## src/rtl/writeback_stage.sv

```systemverilog
// writeback_stage
// ---------------------------------------------------------------------------
// Two-entry in-order write buffer between the execute stage and the register
// file. Each entry carries up to two register writes. The head entry drives
// the register file write ports while wb_hold is low. Decode read data can be
// corrected for writes that are still buffered.
//
// Optional feature macro: WB_BYPASS_EN
//   defined   : fwd_rdK_out forwards pending buffered writes.
//   undefined : fwd_rdK_out = reg_rdK_out, and no address comparators exist.
//
// Handshake: a request is taken on a rising clock edge when ex_valid and
// ex_ready are both high. ex_ready depends only on the registered occupancy.
// A request with both write enables low still takes an entry.
//
// Ports
//   clock, reset                    rising-edge clock, async active-high reset
//   ex_valid / ex_ready             execute-stage request handshake
//   ex_wr{1,2}_addr/_data/_en       request payload, two write ports
//   wb_hold                         stalls draining to the register file
//   reg_wr{1,2}, _data, _enable     register file write ports (head entry)
//   reg_rd{1,2,3}, reg_rd{1,2,3}_out  decode read addresses / raw read data
//   fwd_rd{1,2,3}_out               read data corrected for pending writes
//   wb_count                        occupied entries (0..2)
//   wb_retired                      drained entries with any enable set
// ---------------------------------------------------------------------------
module writeback_stage (
  input  logic        clock,
  input  logic        reset,
  input  logic        ex_valid,
  output logic        ex_ready,
  input  logic [5:0]  ex_wr1_addr,
  input  logic [5:0]  ex_wr2_addr,
  input  logic [15:0] ex_wr1_data,
  input  logic [15:0] ex_wr2_data,
  input  logic        ex_wr1_en,
  input  logic        ex_wr2_en,
  input  logic        wb_hold,
  output logic [5:0]  reg_wr1,
  output logic [5:0]  reg_wr2,
  output logic [15:0] reg_wr1_data,
  output logic [15:0] reg_wr2_data,
  output logic        reg_wr1_enable,
  output logic        reg_wr2_enable,
  input  logic [5:0]  reg_rd1,
  input  logic [5:0]  reg_rd2,
  input  logic [5:0]  reg_rd3,
  input  logic [15:0] reg_rd1_out,
  input  logic [15:0] reg_rd2_out,
  input  logic [15:0] reg_rd3_out,
  output logic [15:0] fwd_rd1_out,
  output logic [15:0] fwd_rd2_out,
  output logic [15:0] fwd_rd3_out,
  output logic [1:0]  wb_count,
  output logic [15:0] wb_retired
);

  // Entry storage, indexed by slot (0/1).
  logic [5:0]  a1_q [2];
  logic [5:0]  a2_q [2];
  logic [15:0] d1_q [2];
  logic [15:0] d2_q [2];
  logic [1:0]  e1_q;
  logic [1:0]  e2_q;

  logic        rd_ptr;
  logic        wr_ptr;
  logic [1:0]  count;
  logic [15:0] retired;

  logic push;
  logic drain;
  logic head_any_en;

  assign ex_ready    = (count != 2'd2);
  assign push        = ex_valid && ex_ready;
  assign drain       = (count != 2'd0) && !wb_hold;
  assign head_any_en = e1_q[rd_ptr] || e2_q[rd_ptr];

  always_ff @(posedge clock or posedge reset) begin
    if (reset) begin
      for (int i = 0; i < 2; i++) begin
        a1_q[i] <= 6'd0;
        a2_q[i] <= 6'd0;
        d1_q[i] <= 16'd0;
        d2_q[i] <= 16'd0;
      end
      e1_q    <= 2'b00;
      e2_q    <= 2'b00;
      rd_ptr  <= 1'b0;
      wr_ptr  <= 1'b0;
      count   <= 2'd0;
      retired <= 16'd0;
    end else begin
      if (push) begin
        a1_q[wr_ptr] <= ex_wr1_addr;
        a2_q[wr_ptr] <= ex_wr2_addr;
        d1_q[wr_ptr] <= ex_wr1_data;
        d2_q[wr_ptr] <= ex_wr2_data;
        e1_q[wr_ptr] <= ex_wr1_en;
        e2_q[wr_ptr] <= ex_wr2_en;
        wr_ptr       <= ~wr_ptr;
      end
      if (drain) begin
        rd_ptr <= ~rd_ptr;
        if (head_any_en) begin
          retired <= retired + 16'd1;
        end
      end
      count <= count + {1'b0, push} - {1'b0, drain};
    end
  end

  assign wb_count   = count;
  assign wb_retired = retired;

  // Head entry drives the register file directly.
  assign reg_wr1      = a1_q[rd_ptr];
  assign reg_wr2      = a2_q[rd_ptr];
  assign reg_wr1_data = d1_q[rd_ptr];
  assign reg_wr2_data = d2_q[rd_ptr];

  // Same-address double write: port 2 is the later write in program order,
  // so port 1 is suppressed rather than relying on register file ordering.
  assign reg_wr1_enable = drain && e1_q[rd_ptr] &&
                          !(e2_q[rd_ptr] && (a1_q[rd_ptr] == a2_q[rd_ptr]));
  assign reg_wr2_enable = drain && e2_q[rd_ptr];

`ifdef WB_BYPASS_EN
  logic [5:0]  rd_addr [3];
  logic [15:0] rd_raw  [3];
  logic [15:0] rd_fwd  [3];
  logic        new_idx;
  logic        new_valid;
  logic        old_valid;

  // With one entry it is both newest and oldest; with two the newest sits
  // in the slot after the head.
  assign new_valid = (count != 2'd0);
  assign old_valid = (count == 2'd2);
  assign new_idx   = (count == 2'd2) ? ~rd_ptr : rd_ptr;

  assign rd_addr[0] = reg_rd1;
  assign rd_addr[1] = reg_rd2;
  assign rd_addr[2] = reg_rd3;
  assign rd_raw[0]  = reg_rd1_out;
  assign rd_raw[1]  = reg_rd2_out;
  assign rd_raw[2]  = reg_rd3_out;

  // Apply matches from lowest to highest priority; later hits override.
  always_comb begin
    for (int k = 0; k < 3; k++) begin
      rd_fwd[k] = rd_raw[k];
      if (old_valid && e1_q[rd_ptr] && (a1_q[rd_ptr] == rd_addr[k]))
        rd_fwd[k] = d1_q[rd_ptr];
      if (old_valid && e2_q[rd_ptr] && (a2_q[rd_ptr] == rd_addr[k]))
        rd_fwd[k] = d2_q[rd_ptr];
      if (new_valid && e1_q[new_idx] && (a1_q[new_idx] == rd_addr[k]))
        rd_fwd[k] = d1_q[new_idx];
      if (new_valid && e2_q[new_idx] && (a2_q[new_idx] == rd_addr[k]))
        rd_fwd[k] = d2_q[new_idx];
    end
  end

  assign fwd_rd1_out = rd_fwd[0];
  assign fwd_rd2_out = rd_fwd[1];
  assign fwd_rd3_out = rd_fwd[2];
`else
  // Read addresses have no consumer without forwarding.
  logic unused_rd_addr;
  assign unused_rd_addr = ^{reg_rd1, reg_rd2, reg_rd3};

  assign fwd_rd1_out = reg_rd1_out;
  assign fwd_rd2_out = reg_rd2_out;
  assign fwd_rd3_out = reg_rd3_out;
`endif

endmodule

```

## config.mk

```make
export PLATFORM = sky130hd
export DESIGN_NAME = writeback_stage
export DESIGN_NICKNAME = d
export VERILOG_FILES = /design/src/rtl/writeback_stage.sv
export SDC_FILE = /design/constraint.sdc
export NUM_CORES = 1
export LEC_CHECK = 0
export ABC_CLOCK_PERIOD_IN_PS = 8260
export CELL_PAD_IN_SITES_DETAIL_PLACEMENT = 0
export CELL_PAD_IN_SITES_GLOBAL_PLACEMENT = 1
export CORE_ASPECT_RATIO = 0.9
export CORE_UTILIZATION = 37
export CTS_BUF_LIST = sky130_fd_sc_hd__clkbuf_8
export DETAILED_ROUTE_END_ITERATION = 10
export PLACE_DENSITY_LB_ADDON = 0.08
export SKIP_LAST_GASP = 1
export SYNTH_ARGS = -nofsm -noshare
export SYNTH_HDL_FRONTEND = slang
export SYNTH_SLANG_ARGS = --single-unit
```

## constraint.sdc

```tcl
create_clock -name clock -period 8.26 [get_ports clock]
set_clock_uncertainty 0.15 [all_clocks]
set_input_delay 1.652 -clock clock [delete_from_list [all_inputs] [get_ports clock]]
set_output_delay 1.652 -clock clock [all_outputs]
set_load 0.01 [all_outputs]
```

Word-level counts from Yosys, hierarchy flattened
Cells that the tools add are included.
Storage, ports and cells
  input port bits: 116
  word-level logic and storage cells: 70
  register bits after elaboration: 112
Cells by class
  reductions and logical operators: 13
  order comparisons: 6
  add/subtract/negate cells: 3
  muxes and demuxes: 28
  eq/ne operators: 2
  bitwise operators: 4
Operators by type and width (number)
  $mux 16: 7
  $bwmux 32: 2
  $mux 6: 7
  $bwmux 12: 2
  $add 16x1->16 const B: 1
  $demux 16 s1: 1
  $logic_and 1x1->1: 8
  $demux 6 s1: 1
  $eq 6x6->1: 1
  $mux 1: 5
  $bwmux 2: 2
  $ge 2x2->1 const B: 2
  $lt 1x2->1 const B: 2
  $not 1->2: 2
  $add 2x1->2: 1
  $logic_not 1->1: 2
  $lt 2x1->1 const B: 1
  $ne 2x2->1 const B: 1
  $not 1->1: 2
  $reduce_and 2->1: 1
  $reduce_bool 2->1: 1
  $sub 2x1->2: 1
  $demux 1 s1: 1
  $ge 1x1->1 const B: 1
  $logic_or 1x1->1: 1

Longest topological paths before layout
Gate-level depths: netlist of the first run.
  word-level depth: 8
  depth in mapped cells: 7
  mapped depth without buffers: 7

Least setup slack after synthesis of the first run
No wires, ideal clock.
  path kind: input-to-output
  start: in wb_hold
  end: out reg_wr1_enable
  stages on the path: 2
  arrival time: 2282 ps
  path buffers: 0
  slack: 4176 ps
  cell sequence: o21bai_1 > a211oi_1
Between the ends
  cells in the longest elaborated chain, start to end: 4
RTL lines
  start, declared: RTL line 38  | input logic wb_hold,
  $logic_not 1->1: RTL line 77  | assign drain = (count != 2'd0) && !wb_hold;
  $logic_and 1x1->1: RTL line 77
  $logic_and 1x1->1 (2 in series): RTL line 125  | assign reg_wr1_enable = drain && e1_q[rd_ptr] &&
  end, declared: RTL line 43  | output logic reg_wr1_enable,
Every way passes these cells.

Final worst setup path of the first run
Ends and elaborated chain as after synthesis.

==> results.cfg, run 1 <==
[run]
cap_violations = 0

[synthesis]
synth_edf_count = 0
synth_top_family_by_area = multiplexers
yosys.area.top_type = dfrtp_1
yosys.area_share.simple = 0.0358
netlist_instances = 386
yosys_warnings = 0
syn-cell-area_um2 = 5310
syn-num-nets = 505
synth_area_leaders = dfrtp_1 53%, mux2_2 28%, buf_4 6.9%
synth.area.mux_share = 0.294
yosys_most_used_dff = dfrtp_1
synth_xor_area_frac = 0.0429
synth-seq-area-share = 0.528
synthArstFlopShare = 1.00
syn_avg_cell_area_um2 = 13.8
synth_top_area_share = 0.528
synthAdderAreaFrac = 0.00707
synth_compound_area_frac = 0.00942
synth.distinct_cells = 29
synth-seq-cells = 112

[routing]
post_drt_wl_per_cell_um = 16.7
drt_first_pass_iters = 4
vias = 3133
drt_wl_total_um = 10900
drc_errors = 0
initialDrtViolationCount = 118
drtAntennaViolNets = 0
via_per_inst = 4.81

[cts]
ctsResizeCount = 0
worstSkewPairLatency_ns = 0.38
post_cts_buffers = 0
cts_tree = done
cts_buffers = 9
clock_path_buffers = 2
cts.clk_slew.worst_paths_ns = 0.10
cts_max_level = 3
root_buffer = clkbuf_8
hold_buffers = 0
cts.sinks = 112

[cells_and_area]
final_area_um2 = 6580
drive_above_1_share = 0.353
final_cell_mix = 134 x mux2_2, 114 x clkdlybuf4s50_1, 111 x dfrtp_1, 15 x xnor2_1, 11 x xor2_1
layout_commonest_cell = mux2_2
finalNetCount = 573
antenna_cells = 0
area_growth_pct = 23.9

[timing]
layout_setup_ws_ns = 3.23
finalSetupTns_ns = 0
fmax_mhz = 199
hold_slack_ns = 0.324
worst_pin_slew_ns = 0.928
setup_violations = 0
finalHoldViolations = 0
layout_worst_path_cycle_share = 0.609
rsz0062_at_grt = no
layout_min_cycle_time_ns = 5.03
drv_slew = 0
relSlewSlack = 0.381

[critical_path]
path_class = primary input to output port
slowest_delay_ns = 0.59
critPathSlowestCell = clkdlybuf4s50_1
crit_arrival_ns = 3.23
r2r_start = rd_ptr$_DFFE_PP0P_
timing.reg2reg.setup_slack_ns = 5.79
crit_required_ns = 6.46
crit_path_end_kind = output port
crit_fanout = 7
startpoint_type = primary input
crit_path_frequent_cell = clkdlybuf4s50_1
crit_chain = clkdlybuf4s50_1 -> o21bai_1 -> a211oi_1 -> clkdlybuf4s50_1
rr_worst_depth = 5
r2r_end = wb_retired[5]$_DFFE_PP0P_

[floorplanning]
io_pins = 229
dieArea_um2 = 14800
die_w_um = 128
start_util = 0.379
num_rows = 41
coreArea_um2 = 14000
die_h_um = 116

[min_path]
min_to = wb_retired[15]$_DFFE_PP0P_
hold_path.startpoint = wb_retired[15]$_DFFE_PP0P_
hold_path_depth = 1
hold_class = flop to flop

[grt]
grt_usage = 0.154
grt_overflow_total = 0
grt_pass1_wl_um = 17200
antenna_found_initial = 0
grt_pass1_vias = 3230
grt_max_degree = 73

[power]
power_density_nw_per_um2 = 406
p_leak_uw = 0.00270
peakVddDrop_mv = 0.200

[placement]
portBuffers = 114
place_ws_ns = 3.24
place_area_um2 = 6310
place.gp.congestion = 0.723
place_hpwl_um = 6910

[run_status]
status = complete, no violations
[cell usage after synthesis (2+ instances only)]
cell type	number
buf_2	11
xnor2_1	15
nand3_1	8
inv_1	4
ha_1	3
xor2_1	11
nor3_2	2
and4_1	2
buf_4	49
mux2_1	3
dfrtp_1	112
mux2_2	134
nand4_1	5
nand2_1	7
mux2i_1	2
nor2_1	5
[worst max-delay path, delay by kind of cell]
family	cells	cell delay, ns
AO/OA/AOI/OAI	2	0.58
buffers and inverters	2	0.99
[flip-flops by register name, indices dropped and copies added, names as in the netlist]
name and count:
a2_q 12, wb_retired 16, wb_count 2, wr_ptr 1
e1_q 2, d1_q 32, e2_q 2, a1_q 12
d2_q 32, rd_ptr 1
[worst max-delay path by stage]
stage / startpoint / endpoint / slack, ns / cells after the start
6_report: wb_hold / reg_wr1_enable / 3.23 / 4
5_1_grt: wb_hold / reg_wr1_enable / 3.13 / 4
4_1_cts: wb_hold / reg_wr1_enable / 3.23 / 4
3_5_place_dp: wb_hold / reg_wr1_enable / 3.24 / 4
3_3_place_gp: wb_hold / reg_wr1_enable / 3.24 / 4
2_1_floorplan: reset / a1_q[0]$_DFFE_PP0P_ / 3.50 / 1
[where the power goes]
part	switching, µW	total (µW)	leakage, µW	internal [µW]
sequential	141	946	0.00134	805
clock	184	423	0.000136	239
combinational	507	1300	0.00122	794
total	831	2670	0.00270	1840
[metal layers]
metal  vias to the layer above  GRT usage  share of wire
met5                         -          0              0
met4                         0     0.0604          0.021
met3                        33     0.0656          0.073
met2                        96      0.244           0.48
met1                      1581      0.186           0.43
li1                       1423          -              -
[final cells by class]
class	instances	area (µm²)
fill	1267	7420
sequential	112	2800
timing repair buffer	118	1170
tap	193	241
multi-input combinational	209	2080
inverter	4	17.5
clock inverter	6	130
clock buffer	10	138
[stage by stage]
stage,utilization,total power (µW),cells
after floorplan,-,1740,386
after global placement,0.451,2260,636
after detailed placement,0.451,2280,636
after CTS,0.470,2730,652
after global routing,0.470,2860,652
final,0.470,2670,652
[logic make-up after synthesis]
logic type      after synthesis
simple gates                 35
flops                       112
fa+ha+maj                     3
mux                         139
compound gates                6
buf+inv                      65
xor+xnor                     26
No activity file was read; power rests on OpenSTA's default activity.
==> run 2, diff against run 1 <==
ABC_CLOCK_PERIOD_IN_PS = 4150   (was 8260)
CORE_UTILIZATION = 31   (was 37)
clock period = 4.15 ns   (was 8.26 ns; I/O delays follow)
==> results.cfg, run 2 (synthesis gave the netlist of run 1 again) <==
[run_status]
status = complete, no violations

[timing]
finalSetupTns_ns = 0
setup_violations = 0
fmax_mhz = 260
finalHoldViolations = 0
rsz0062_at_grt = no
worst_pin_slew_ns = 0.730
layout_min_cycle_time_ns = 3.84
relSlewSlack = 0.513
drv_slew = 0
layout_worst_path_cycle_share = 0.925

[floorplanning]
die_w_um = 140
num_rows = 45
coreArea_um2 = 16800
start_util = 0.316
io_pins = 229
dieArea_um2 = 17700
die_h_um = 126

[cts]
worstSkewPairLatency_ns = 0.38
cts_buffers = 9
clock_path_buffers = 2
cts_tree = done
cts.sinks = 112
hold_buffers = 0
cts_max_level = 3
cts.clk_slew.worst_paths_ns = 0.10
ctsResizeCount = 0
root_buffer = clkbuf_8
post_cts_buffers = 0

[grt]
top_usage_layer = met2
grt_pass1_wl_um = 18400
antenna_found_initial = 0
grt_pass1_vias = 3381
grt_usage = 0.137
grtUsageMet3 = 0.0502
grt_overflow_total = 0
use_met2 = 0.226
grt_max_degree = 57
grtUsageMet1 = 0.165

[critical_path]
crit_arrival_ns = 2.86
crit_fanout = 23
critPathSlowestCell = dfrtp_2
crit_chain = mux2_2 -> or2_2 -> a221oi_1 -> a211oi_1 -> clkdlybuf4s50_1
crit_required_ns = 3.17
crit_path_end_kind = output port
path_buf_inv = 1
slowest_delay_ns = 0.80
cp_top_family = flip-flops
timing.reg2reg.setup_slack_ns = 1.56
startpoint_type = flop
path_class = flop to output port

[cells_and_area]
final_cell_mix = 134 x mux2_2, 114 x clkdlybuf4s50_1, 111 x dfrtp_1, 15 x xnor2_1
final.fill_count = 1615
antenna_cells = 0
drive_above_1_share = 0.355
layout_commonest_cell = mux2_2
area_growth_pct = 24.0
finalNetCount = 576

[min_path]
hold_class = flop to flop

[placement]
portBuffers = 114
place_hpwl_um = 7730
place.gp.congestion = 0.705

[power]
power_density_nw_per_um2 = 788
p_leak_uw = 0.00268
peakVddDrop_mv = 0.321
fin_total_pwr_uw = 5190

[routing]
drt_first_pass_iters = 4
drt_wl_total_um = 11200
drtAntennaViolNets = 0
via_per_inst = 4.67
post_drt_wl_per_cell_um = 16.7
drc_errors = 0
vias = 3141
initialDrtViolationCount = 100

[run]
cap_violations = 0
==> run 2: cell type report <==
class / count / area, µm² / share of cell area
clock buffers: 11 / 151 / 0.0230
clock inverters: 5 / 56.3 / 0.00854
inverters: 4 / 17.5 / 0.00266
multi-input cells: 209 / 2080 / 0.315
flip-flops and latches: 112 / 2800 / 0.425
well taps: 211 / 264 / 0.0401
repair buffers: 121 / 1220 / 0.185
==> run 2: path summary, 6_finish.rpt <==
check	endpoint	cells after the start	start
setup / recovery	reg_wr1_enable	5	rd_ptr$_DFFE_PP0P_
hold / removal	wb_retired[15]$_DFFE_PP0P_	1	wb_retired[15]$_DFFE_PP0P_
setup reg to reg	wb_retired[15]$_DFFE_PP0P_	5	rd_ptr$_DFFE_PP0P_
hold reg to reg	wb_retired[15]$_DFFE_PP0P_	1	wb_retired[15]$_DFFE_PP0P_
max in group asynchronous	d1_q[24]$_DFFE_PP0P_	3	reset
min in group asynchronous	e2_q[1]$_DFFE_PP0P_	2	reset
==> run 2: metal layers <==
layer,share of wire,vias up
li1,-,1438
met1,0.43,1596
met2,0.49,84
met3,0.063,23
met4,0.016,0
met5,0,-
==> run 2: power by group <==
part	switching, µW	internal [µW]	leakage, µW
Clock	366	310	0.0000990
Sequential	327	1600	0.00134
Combinational	986	1600	0.00124
Total	1680	3510	0.00268
==> run 2: through the flow <==
stage	setup WS (ns)	hold slack (ns)	cell area (µm²)	utilization	std cells
global placement	0.685	0.311	6380	0.379	657
CTS	0.244	0.332	6590	0.391	673
detailed placement	0.691	0.316	6380	0.379	657
global route	0.0943	0.337	6590	0.391	673
floorplan	0.211	0.304	5310	-	386
finish	0.309	0.321	6590	0.391	673
